==> src/rtl/absdiff_pkg.sv <==
// Shared encodings for the iterative absolute-difference unit: FSM state codes
// and datapath mux selects.
package absdiff_pkg;

    localparam logic [1:0] STATE_IDLE = 2'd0;
    localparam logic [1:0] STATE_CALC = 2'd1;
    localparam logic [1:0] STATE_DONE = 2'd2;

    localparam logic SEL_LOAD = 1'b0;
    localparam logic SEL_CALC = 1'b1;

    typedef enum logic [1:0] {
        IDLE = STATE_IDLE,
        CALC = STATE_CALC,
        DONE = STATE_DONE
    } state_t;

endpackage

==> src/rtl/absdiff_iter_dpath.sv <==
// Datapath for the iterative absolute-difference unit: A/B registers, operand
// muxes, comparator and subtractor; the control FSM drives the selects/enables.
module absdiff_iter_dpath
    import absdiff_pkg::*;
#(
    parameter int NBITS = 4
) (
    input  logic             clk,
    input  logic             rst,
    input  logic [NBITS-1:0] in_a,
    input  logic [NBITS-1:0] in_b,
    input  logic             a_mux_sel,
    input  logic             b_mux_sel,
    input  logic             a_en,
    input  logic             b_en,
    output logic             a_lt_b,
    output logic [NBITS-1:0] result
);

    logic [NBITS-1:0] a_r;
    logic [NBITS-1:0] b_r;
    logic [NBITS-1:0] diff_s;
    logic [NBITS-1:0] calc_a_s;
    logic [NBITS-1:0] a_next_s;
    logic [NBITS-1:0] b_next_s;

    // Compare, subtract and steer either the swapped or the subtracted value into A.
    always_comb begin
        a_lt_b   = (a_r < b_r);
        diff_s   = a_r - b_r;
        calc_a_s = a_lt_b ? b_r : diff_s;
        if (a_mux_sel == SEL_CALC) begin
            a_next_s = calc_a_s;
        end else begin
            a_next_s = in_a;
        end
        if (b_mux_sel == SEL_CALC) begin
            b_next_s = a_r;
        end else begin
            b_next_s = in_b;
        end
    end

    // Operand registers with independent enables.
    always_ff @(posedge clk) begin
        if (rst) begin
            a_r <= {NBITS{1'b0}};
            b_r <= {NBITS{1'b0}};
        end else begin
            if (a_en) begin
                a_r <= a_next_s;
            end
            if (b_en) begin
                b_r <= b_next_s;
            end
        end
    end

    assign result = a_r;

endmodule

==> src/rtl/absdiff_iter_unit.sv <==
// Iterative |a - b| unit with val/rdy streams: control FSM around absdiff_iter_dpath.
// Define ABSDIFF_SWAP_FLAG_EN to add the ostream_swapped output (high when a < b).
module absdiff_iter_unit
    import absdiff_pkg::*;
#(
    parameter int NBITS = 4
) (
    input  logic             clk,
    input  logic             rst,
    input  logic             istream_val,
    output logic             istream_rdy,
    input  logic [NBITS-1:0] istream_msg_a,
    input  logic [NBITS-1:0] istream_msg_b,
    output logic             ostream_val,
    input  logic             ostream_rdy,
`ifdef ABSDIFF_SWAP_FLAG_EN
    output logic             ostream_swapped,
`endif
    output logic [NBITS-1:0] ostream_msg
);

    state_t state_r;
    logic   a_mux_sel;
    logic   b_mux_sel;
    logic   a_en;
    logic   b_en;
    logic   a_lt_b;

    absdiff_iter_dpath #(
        .NBITS (NBITS)
    ) u_dpath (
        .clk       (clk),
        .rst       (rst),
        .in_a      (istream_msg_a),
        .in_b      (istream_msg_b),
        .a_mux_sel (a_mux_sel),
        .b_mux_sel (b_mux_sel),
        .a_en      (a_en),
        .b_en      (b_en),
        .a_lt_b    (a_lt_b),
        .result    (ostream_msg)
    );

    // Datapath control; B only moves on a load or a swap, never on the subtract step.
    always_comb begin
        a_mux_sel = SEL_LOAD;
        b_mux_sel = SEL_LOAD;
        a_en      = 1'b0;
        b_en      = 1'b0;
        case (state_r)
            IDLE: begin
                if (istream_val) begin
                    a_en = 1'b1;
                    b_en = 1'b1;
                end else begin
                    a_en = 1'b0;
                    b_en = 1'b0;
                end
            end
            CALC: begin
                a_mux_sel = SEL_CALC;
                b_mux_sel = SEL_CALC;
                a_en      = 1'b1;
                b_en      = a_lt_b;
            end
            default: begin
                a_en = 1'b0;
                b_en = 1'b0;
            end
        endcase
    end

    // Control FSM; handshake outputs are registered alongside the state.
    always_ff @(posedge clk) begin
        if (rst) begin
            state_r     <= IDLE;
            istream_rdy <= 1'b1;
            ostream_val <= 1'b0;
        end else begin
            case (state_r)
                IDLE: begin
                    if (istream_val) begin
                        state_r     <= CALC;
                        istream_rdy <= 1'b0;
                    end
                end
                CALC: begin
                    if (!a_lt_b) begin
                        state_r     <= DONE;
                        ostream_val <= 1'b1;
                    end
                end
                DONE: begin
                    if (ostream_rdy) begin
                        state_r     <= IDLE;
                        ostream_val <= 1'b0;
                        istream_rdy <= 1'b1;
                    end
                end
                default: begin
                    state_r     <= IDLE;
                    istream_rdy <= 1'b1;
                    ostream_val <= 1'b0;
                end
            endcase
        end
    end

`ifdef ABSDIFF_SWAP_FLAG_EN
    // Swap flag: set on the CALC swap step, cleared once the result is taken.
    always_ff @(posedge clk) begin
        if (rst) begin
            ostream_swapped <= 1'b0;
        end else if ((state_r == CALC) && a_lt_b) begin
            ostream_swapped <= 1'b1;
        end else if ((state_r == DONE) && ostream_rdy) begin
            ostream_swapped <= 1'b0;
        end
    end
`endif

endmodule
==> config.mk <==
export PLATFORM = sky130hd
export DESIGN_NAME = absdiff_iter_unit
export DESIGN_NICKNAME = d
export VERILOG_FILES = /design/src/rtl/absdiff_pkg.sv /design/src/rtl/absdiff_iter_dpath.sv /design/src/rtl/absdiff_iter_unit.sv
export SDC_FILE = /design/constraint.sdc
export NUM_CORES = 1
export LEC_CHECK = 0
export ABC_AREA = 0
export BUFFER_PORTS_ARGS = -buffer_cell sky130_fd_sc_hd__clkbuf_2
export CELL_PAD_IN_SITES_DETAIL_PLACEMENT = 0
export CELL_PAD_IN_SITES_GLOBAL_PLACEMENT = 1
export CORE_MARGIN = 2
export CORE_UTILIZATION = 37
export DETAILED_ROUTE_END_ITERATION = 12
export GPL_TIMING_DRIVEN = 1
export PLACE_DENSITY_LB_ADDON = 0.1
export SYNTH_ARGS = -nofsm -noshare
export SYNTH_HDL_FRONTEND = slang
export SYNTH_SLANG_ARGS = --single-unit
export TNS_END_PERCENT = 10
==> constraint.sdc <==
create_clock -name clk -period 2.3 [get_ports clk]
set_clock_uncertainty 0.2 [all_clocks]
set_input_delay 0.115 -clock clk [delete_from_list [all_inputs] [get_ports clk]]
set_output_delay 0.115 -clock clk [all_outputs]
set_load 0.03 [all_outputs]
[Word level (Yosys, flattened, before mapping)]
Index checks and enable logic that the tools add are counted.
Cells by class
  $add $sub $neg: 1
  multiply operators: 0
  div/mod/pow operators: 0
  order comparisons: 1
  equal/unequal tests: 5
  shifts and indexed selects: 0
  mux-type cells: 17
  bitwise gates (word level): 2
  reductions and logical operators: 4
Operators by type and width (number)
  two-way mux 4 bit: 3
  AND reduction 3 bit: 3
  two-way mux 1 bit: 6
  two-way mux 2 bit: 3
  inequality test 2 bit, second input constant: 3
  case mux 1 bit (3 select lines): 2
  case mux 2 bit (3 select lines): 1
  < comparator 4 bit: 1
  case mux 1 bit (2 select lines): 2
  subtractor 4 bit: 1
  equality test 2 x 1 -> 1 bit, second input constant: 1
  equality test 2 bit, second input constant: 1
  logical NOT 2 bit: 1
  inverter 1 bit: 2
Storage, ports and cells
  bits in registers: 12
  bits in latches: 0
  bits in writable memories: 0
  bits in read-only memories: 0
  output and inout bits: 6
  memories: 0

[Longest topological paths before layout]
Gate-level depths: netlist (run 1).
  word-level depth: 3
  mapped depth: 8
  depth with buffers taken out: 8

[Hierarchy]
Synthesis (run 1) repeated with hierarchy kept, for this count alone.
Second synthesis, totals
  cell total of the unflattened synthesis: 88
  area, all modules: 764.5 µm²
Modules (own cells, without submodules)
  absdiff_iter_dpath: instances 1, cells each 66, area each 575.6 µm²
  absdiff_iter_unit: instances 1, cells each 22, area each 188.9 µm²

[Worst setup path before layout (run 1)]
No wires, ideal clock.
  path kind: register to register
  from: reg u_dpath.a_r[0] (netlist: u_dpath.result[0])
  to: reg u_dpath.b_r[3]
  data arrival time: 1.855 ns
  data required time: 2.021 ns
  setup slack: 0.166 ns
  stages on the path, launching flop included: 9
  clock period less this slack: 2.134 ns
  path through: dfxtp_1 inv_1 ha_1 inv_1 fa_1 a211oi_2 o21ba_2 nor2_1 a211oi_2
Between the ends
  cells in the longest elaborated chain, start to end: 2
RTL lines
  start: declaration: line absdiff_iter_dpath.sv:20  | logic [NBITS-1:0] a_r;
  start signal: assignment: line absdiff_iter_dpath.sv:47  | a_r <= {NBITS{1'b0}};
  start signal: assignment: line absdiff_iter_dpath.sv:51  | a_r <= a_next_s;
  < comparator 4 bit: line absdiff_iter_dpath.sv:29  | a_lt_b = (a_r < b_r);
  case mux 1 bit (2 select lines): line absdiff_iter_unit.sv:50  | case (state_r)
  end signal: assignment: line absdiff_iter_dpath.sv:48  | b_r <= {NBITS{1'b0}};
  end signal: assignment: line absdiff_iter_dpath.sv:54  | b_r <= b_next_s;
  end: declaration: line absdiff_iter_dpath.sv:21  | logic [NBITS-1:0] b_r;
Every way passes these cells.
A chain may end at the register's enable or synchronous reset.

[Worst setup path in the final report (run 1)]
Same ends and word-level chain as after synthesis.

==> results of run 1 <==
kinds of logic after synthesis:
family	after synthesis
muxes	3
and+or+nand+nor	34
adders and majority gates	5
AOI/OAI and AO/OA	33
DFF	12
buffers and inverters	14
per-stage QoR:
step / util, % / total power [mW] / std cells
floorplan: - / 1.22 / 101
global placement: 44.8 / 1.45 / 141
detailed placement: 44.8 / 1.45 / 141
CTS: 47.6 / 1.66 / 147
global route: 48.8 / 1.90 / 147
finish: 48.8 / 1.73 / 147
report_power, final:
| part | internal, mW | leakage [nW] | switching (mW) |
|---|---|---|---|
| registers | 0.308 | 0.0996 | 0.127 |
| clock network | 0.0964 | 0.0210 | 0.0808 |
| logic | 0.459 | 0.306 | 0.655 |
| total | 0.863 | 0.426 | 0.863 |
worst max-delay path, stage by stage, from the launching register on:
cell	delay, ns
dfxtp_1	0.34
inv_1	0.10
ha_1	0.16
inv_1	0.06
fa_2	0.38
a211oi_4	0.38
o21ba_4	0.21
nor2_1	0.05
a211oi_2	0.18
routing by layer:
| metal | global-route usage, % | wire length [um] |
|---|---|---|
| met1 | 23.3 | 993 |
| met2 | 30.0 | 918 |
| met4 | 5.41 | 38 |
| met5 | 0 | 0 |
| met3 | 5.36 | 82 |
registers in the layout, summed over array words and instances, names as in the netlist:
name / cells
u_dpath.b_r: 4
u_dpath.result: 4
state_r: 2
istream_rdy: 1
ostream_val: 1
how the worst min path moves through the flow:
stage	start	endpoint	slack, ns	depth (start not counted)
floorplan	ostream_rdy	istream_rdy	0.06	2
global placement	ostream_rdy	istream_rdy	0.18	3
detailed placement	ostream_rdy	istream_rdy	0.18	3
CTS	rst	u_dpath.b_r[3]	0.006	2
global route	rst	u_dpath.b_r[3]	0.02	2
finish	rst	u_dpath.b_r[3]	0.003	2
final cells by class:
class | instances | area share (%)
clock buffer | 4 | 3.72
sequential | 12 | 24.6
timing repair buffer | 19 | 10.8
multi-input combinational | 75 | 53.6
tap | 27 | 3.46
inverter | 10 | 3.85
layout by cell type (no fill, tap or decap), types with 4 or more instances in the layout:
cell and n:
a21oi_1 5, a221oi_1 4, clkbuf_2 17, dfxtp_1 12, ha_1 4, inv_1 9
nand2b_1 4, nor2_1 18, nor3_1 5, o22ai_1 5
timing repair:
| item | in CTS | in global routing |
|---|---|---|
| resized for setup | 0 | 5 |
| setup endpoints to repair | 0 | 6 |
| endpoints found under the hold margin | 4 | 0 |
| hold buffers | 2 | 0 |
synthesized netlist by cell type:
cell type and instances:
a2111o_1 1, a2111oi_0 1, a211oi_1 1, a211oi_2 2, a21boi_0 1, a21boi_1 2
a21oi_1 5, a221oi_1 4, a22oi_1 3, buf_2 2, clkbuf_1 2, dfxtp_1 12
fa_1 1, ha_1 4, inv_1 9, inv_2 1, mux2i_1 3, nand2_1 3
nand2b_1 4, nand3b_1 1, nand4_1 1, nor2_1 19, nor3_1 5, nor3_2 1
o21a_1 1, o21ai_0 2, o21ai_1 1, o21ba_2 1, o21bai_1 3, o22ai_1 5
==> out/metrics.csv, run 1 <==
metric;value;unit
synthesis-to-layout area growth;22.6;%
row count;16;
CTS tree;built;
FF-to-FF Start;u_dpath.result[0];
drt total wl;2030;um
flops & latches, synth;12;
total negative slack;0;ns
nature of the critical path endpoint;register;
Final GP Congestion;0.792;
RSZ-0062 raised after global routing;no;
post-synthesis cell type count;30;
internal reg-to-reg setup slack;0.16;ns
Worst Path Max Fanout;5;
Worst Setup SP;u_dpath.result[0];
antenna cells;0;
top cell type's share of synthesized area;30.2;%
Crit Path Class;reg2reg;
CTS Root Buffer Type;clkbuf_4;
Core ar.;2000;sq um
Final Cycle Share;93.1;%
Worst Slack Setup Final;0.158;ns
initial antenna violation count;0;
antenna viol nets, final;0;
combinational family with the most area after synthesis;compound AO/OA/AOI/OAI gates;
Post-Syn Area per Cell;7.88;sq um
Mapped Cells;101;
drc violations;0;
register area share after synthesis;30.2;%
Worst-Margin Slew;0.537;ns
H-tree Lvls;1;
Pre-antenna DRT Iters;4;
vias in the first global route;756;
Multi-input gate area;523;sq um
GR Overflow Total;0;
Worst VDD drop;0.000780;V
Leakage;0.426;nW
Starting Density;39.7;%
Buffers on Ports;17;
WL per Instance;13.8;um
placed cell area;897;sq um
GRT Util Overall;18.4;%
cell area after synthesis;796;sq um
pin count of the biggest net entering global routing;16;
Die Width;50.4;um
Detailed Place HPWL;1480;um
Net Count, Synth;118;
Reg clk slew, reported paths;0.09;ns
clk buf depth;2;
multiplexer share of the synthesized area;3.77;%
largest cells by area after synthesis;dfxtp_1 30%, nor2_1 9.0%, ha_1 6.3%;
CP Launch Type;register;
Register Area;240;sq um
crit path DAT;2.14;ns
Clock Latency Late Sink;0.29;ns
I/O Pins;18;
Synth area leader;dfxtp_1;
Final setup viols;0;
Final Instance Area;976;sq um
# Max-Cap Violations;0;
Synth Area in XOR/XNOR;0;%
Hold Slack;0.00312;ns
Post-Synth Adder-Cell Area;8.81;%
Fin. Hold Viols;0;
crit path to;u_dpath.b_r[3];
power per cell area;1770;nW/um^2
Num CTS Buffers;3;
Synth Area in Simple Gates;19.7;%
Hold Crit Class;in2reg;
Die Height;50.4;um
NumNets Final;138;
data required time of the worst path;2.30;ns
routed vias/inst;5.44;
minimum clock period;2.14;ns
count of pins over their slew limit;0;
post-CTS setup repair buffer count;0;
fill count;221;
first-pass GRT wire length;3480;um
Ys Warns;0;
R2R depth;8;
share of cells above drive strength 1;24.2;%
clock sinks;12;
Slew headroom;64.1;%
status;finished, final reports clean;
post-synthesis compound-gate area fraction;30.7;%
die area;2540;sq um
worst reg2reg endpoint;u_dpath.b_r[3];
Iteration-0 DRC Markers;19;
vias;800;
Placement Setup Slack;0.135;ns
f_max;0.467;GHz
No activity file was read; power rests on OpenSTA's default activity.
==> run 2: changes to the inputs <==
--- a/config.mk
+++ b/config.mk
@@ -9,8 +9,9 @@
 export BUFFER_PORTS_ARGS = -buffer_cell sky130_fd_sc_hd__clkbuf_2
 export CELL_PAD_IN_SITES_DETAIL_PLACEMENT = 0
 export CELL_PAD_IN_SITES_GLOBAL_PLACEMENT = 1
+export CORE_ASPECT_RATIO = 1.2
 export CORE_MARGIN = 2
-export CORE_UTILIZATION = 37
+export CORE_UTILIZATION = 34
 export DETAILED_ROUTE_END_ITERATION = 12
 export GPL_TIMING_DRIVEN = 1
 export PLACE_DENSITY_LB_ADDON = 0.1
==> constraint.sdc (replaced) <==
create_clock -name clk -period 1.8 [get_ports clk]
set_clock_uncertainty 0.2 [all_clocks]
set_input_delay 0.09 -clock clk [delete_from_list [all_inputs] [get_ports clk]]
set_output_delay 0.09 -clock clk [all_outputs]
set_load 0.03 [all_outputs]
==> run 2 against run 1 <==
Net effect: the flow now finishes with violations (negative setup slack); worst hold slack better by 0.011 ns; global-route usage rose by 0.23 points; utilization rose by 1.5 points; clock power is essentially flat; register-to-register slack worse by 0.31 ns; critical path type unchanged; maximum frequency up 10%; sequential cell count is the same; combinational power grew 70%; via count increased by 7.4%; first-iteration DRC count up 42%; clock-buffer cell count stayed put.
==> out/metrics.csv, run 2 (synthesis gave the netlist of run 1 again) <==
metric;value;unit;change
power per cell area;2260;nW/um^2;was 1770 nW/um^2
NumNets Final;155;;was 138
Final Instance Area;1130;sq um;was 976 sq um
H-tree Lvls;1;;unchanged
nature of the critical path endpoint;register;;unchanged
WL per Instance;12.8;um;was 13.8 um
share of cells above drive strength 1;36.5;%;was 24.2%
vias;859;;was 800
Crit Path Class;reg2reg;;unchanged
crit path DAT;1.91;ns;was 2.14 ns
Num CTS Buffers;3;;unchanged
status;complete, but fails checks;;was finished, final reports clean
Final setup viols;10;;was 0
vias in the first global route;806;;was 756
routed vias/inst;5.11;;was 5.44
pin count of the biggest net entering global routing;12;;was 16
clk buf depth;2;;unchanged
Starting Density;35.2;%;was 39.7%
clock sinks;12;;unchanged
Detailed Place HPWL;1640;um;was 1480 um
antenna viol nets, final;0;;unchanged
Power, Total;2.57;mW;was 1.73 mW
data required time of the worst path;1.76;ns;was 2.30 ns
failing checks;negative setup slack;;
Core ar.;2260;sq um;was 2000 sq um
GR Overflow Total;0;;unchanged
antenna cells;0;;unchanged
Final Cycle Share;108;%;was 93.1%
initial antenna violation count;0;;unchanged
row count;19;;was 16
Clock Latency Late Sink;0.27;ns;was 0.29 ns
Iteration-0 DRC Markers;27;;was 19
CTS tree;built;;unchanged
GRT Util Overall;18.6;%;was 18.4%
Hold Crit Class;in2reg;;unchanged
Worst Slack Setup Final;-0.148;ns;was 0.158 ns
Placement Setup Slack;-0.213;ns;was 0.135 ns
fill count;235;;was 221
die area;2750;sq um;was 2540 sq um
Buffers on Ports;17;;unchanged
minimum clock period;1.95;ns;was 2.14 ns
CP Launch Type;register;;unchanged
synthesis-to-layout area growth;42.6;%;was 22.6%
Die Height;57.0;um;was 50.4 um
most frequent cells in the layout;17 x nor2_1, 17 x clkbuf_2, 14 x buf_4, 9 x dfxtp_1, 7 x inv_1;;was 18 x nor2_1, 17 x clkbuf_2, 12 x dfxtp_1, 9 x inv_1
Fin. Hold Viols;0;;unchanged
f_max;0.513;GHz;was 0.467 GHz
Reg clk slew, reported paths;0.08;ns;was 0.09 ns
Register Area;246;sq um;was 240 sq um
first-pass GRT wire length;3660;um;was 3480 um
I/O Pins;18;;unchanged
CTS Root Buffer Type;clkbuf_4;;unchanged
Worst VDD drop;0.00105;V;was 0.000780 V
drt total wl;2150;um;was 2030 um
# Max-Cap Violations;0;;unchanged
Finished Core Util;50.2;%;was 48.8%
Leakage;0.501;nW;was 0.426 nW
Final GP Congestion;0.792;;about the same
Worst Path Max Fanout;5;;unchanged
Pre-antenna DRT Iters;4;;unchanged
placed cell area;1030;sq um;was 897 sq um
Worst-Margin Slew;0.481;ns;was 0.537 ns
Multi-input gate area;542;sq um;was 523 sq um
RSZ-0062 raised after global routing;yes;;was no
drc violations;0;;unchanged
Die Width;48.2;um;was 50.4 um
Slew headroom;67.1;%;was 64.1%
count of pins over their slew limit;0;;unchanged
-- run 2: cell types whose count changed in the layout (fill, tap and decap cells not counted), sizes merged --
cell / change
buf: +15
dlygate4sd3: +2
-- run 2: stage by stage --
stage                     std cells  hold WS, ns  TNS (ns)
after floorplan                 101       0.0397     -1.11
after global placement          157        0.148     -1.41
after detailed placement        157        0.159     -1.67
after CTS                       168       0.0123    -0.901
after global routing            168       0.0557     -1.95
final                           168       0.0144     -1.02
-- run 2: repair_timing --
action	in CTS	in global routing
gates resized for setup	4	0
hold endpoints to repair	6	0
buffers inserted	3	0
endpoints found under the setup margin	10	11
pin swaps	7	1
hold buffers	4	0
-- run 2: path summary, 6_finish.rpt --
path                          start                end  slack, ns  depth (start not counted)
setup / recovery  u_dpath.result[0]  u_dpath.result[0]      -0.15                          9
hold / removal     istream_msg_b[2]     u_dpath.b_r[2]       0.01                          5
setup reg to reg  u_dpath.result[0]  u_dpath.result[0]      -0.15                          9
hold reg to reg         ostream_val        ostream_val       0.29                          2
-- run 2: final cells by class --
type	count	area share [%]
inverters	10	3.53
clock buffers	4	2.32
flip-flops and latches	12	21.7
repair buffers	36	21.3
well taps	31	3.42
multi-input cells	75	47.7
-- run 2: metal layers --
metal / vias up / share of wire, % / GRT usage, %
li1: 439 / - / -
met1: 395 / 48 / 27.3
met2: 23 / 49 / 26.9
met3: 2 / 2.7 / 1.90
met4: 0 / 0.79 / 8.11
met5: - / 0 / 0
-- run 2: where the power goes --
group	total (mW)	internal, mW	switching (mW)
Combinational	1.89	0.868	1.02
Sequential	0.505	0.405	0.100
Clock	0.176	0.0858	0.0901
Total	2.57	1.36	1.21
-- run 2: worst max-delay path, cell delays in order, from the launching register on --
cell and delay, ns:
dfxtp_4 0.36, inv_4 0.05, ha_4 0.12, inv_2 0.04, fa_2 0.37, a211oi_4 0.22, buf_6 0.16, nor2_4 0.05
mux2i_1 0.19, a21boi_1 0.09
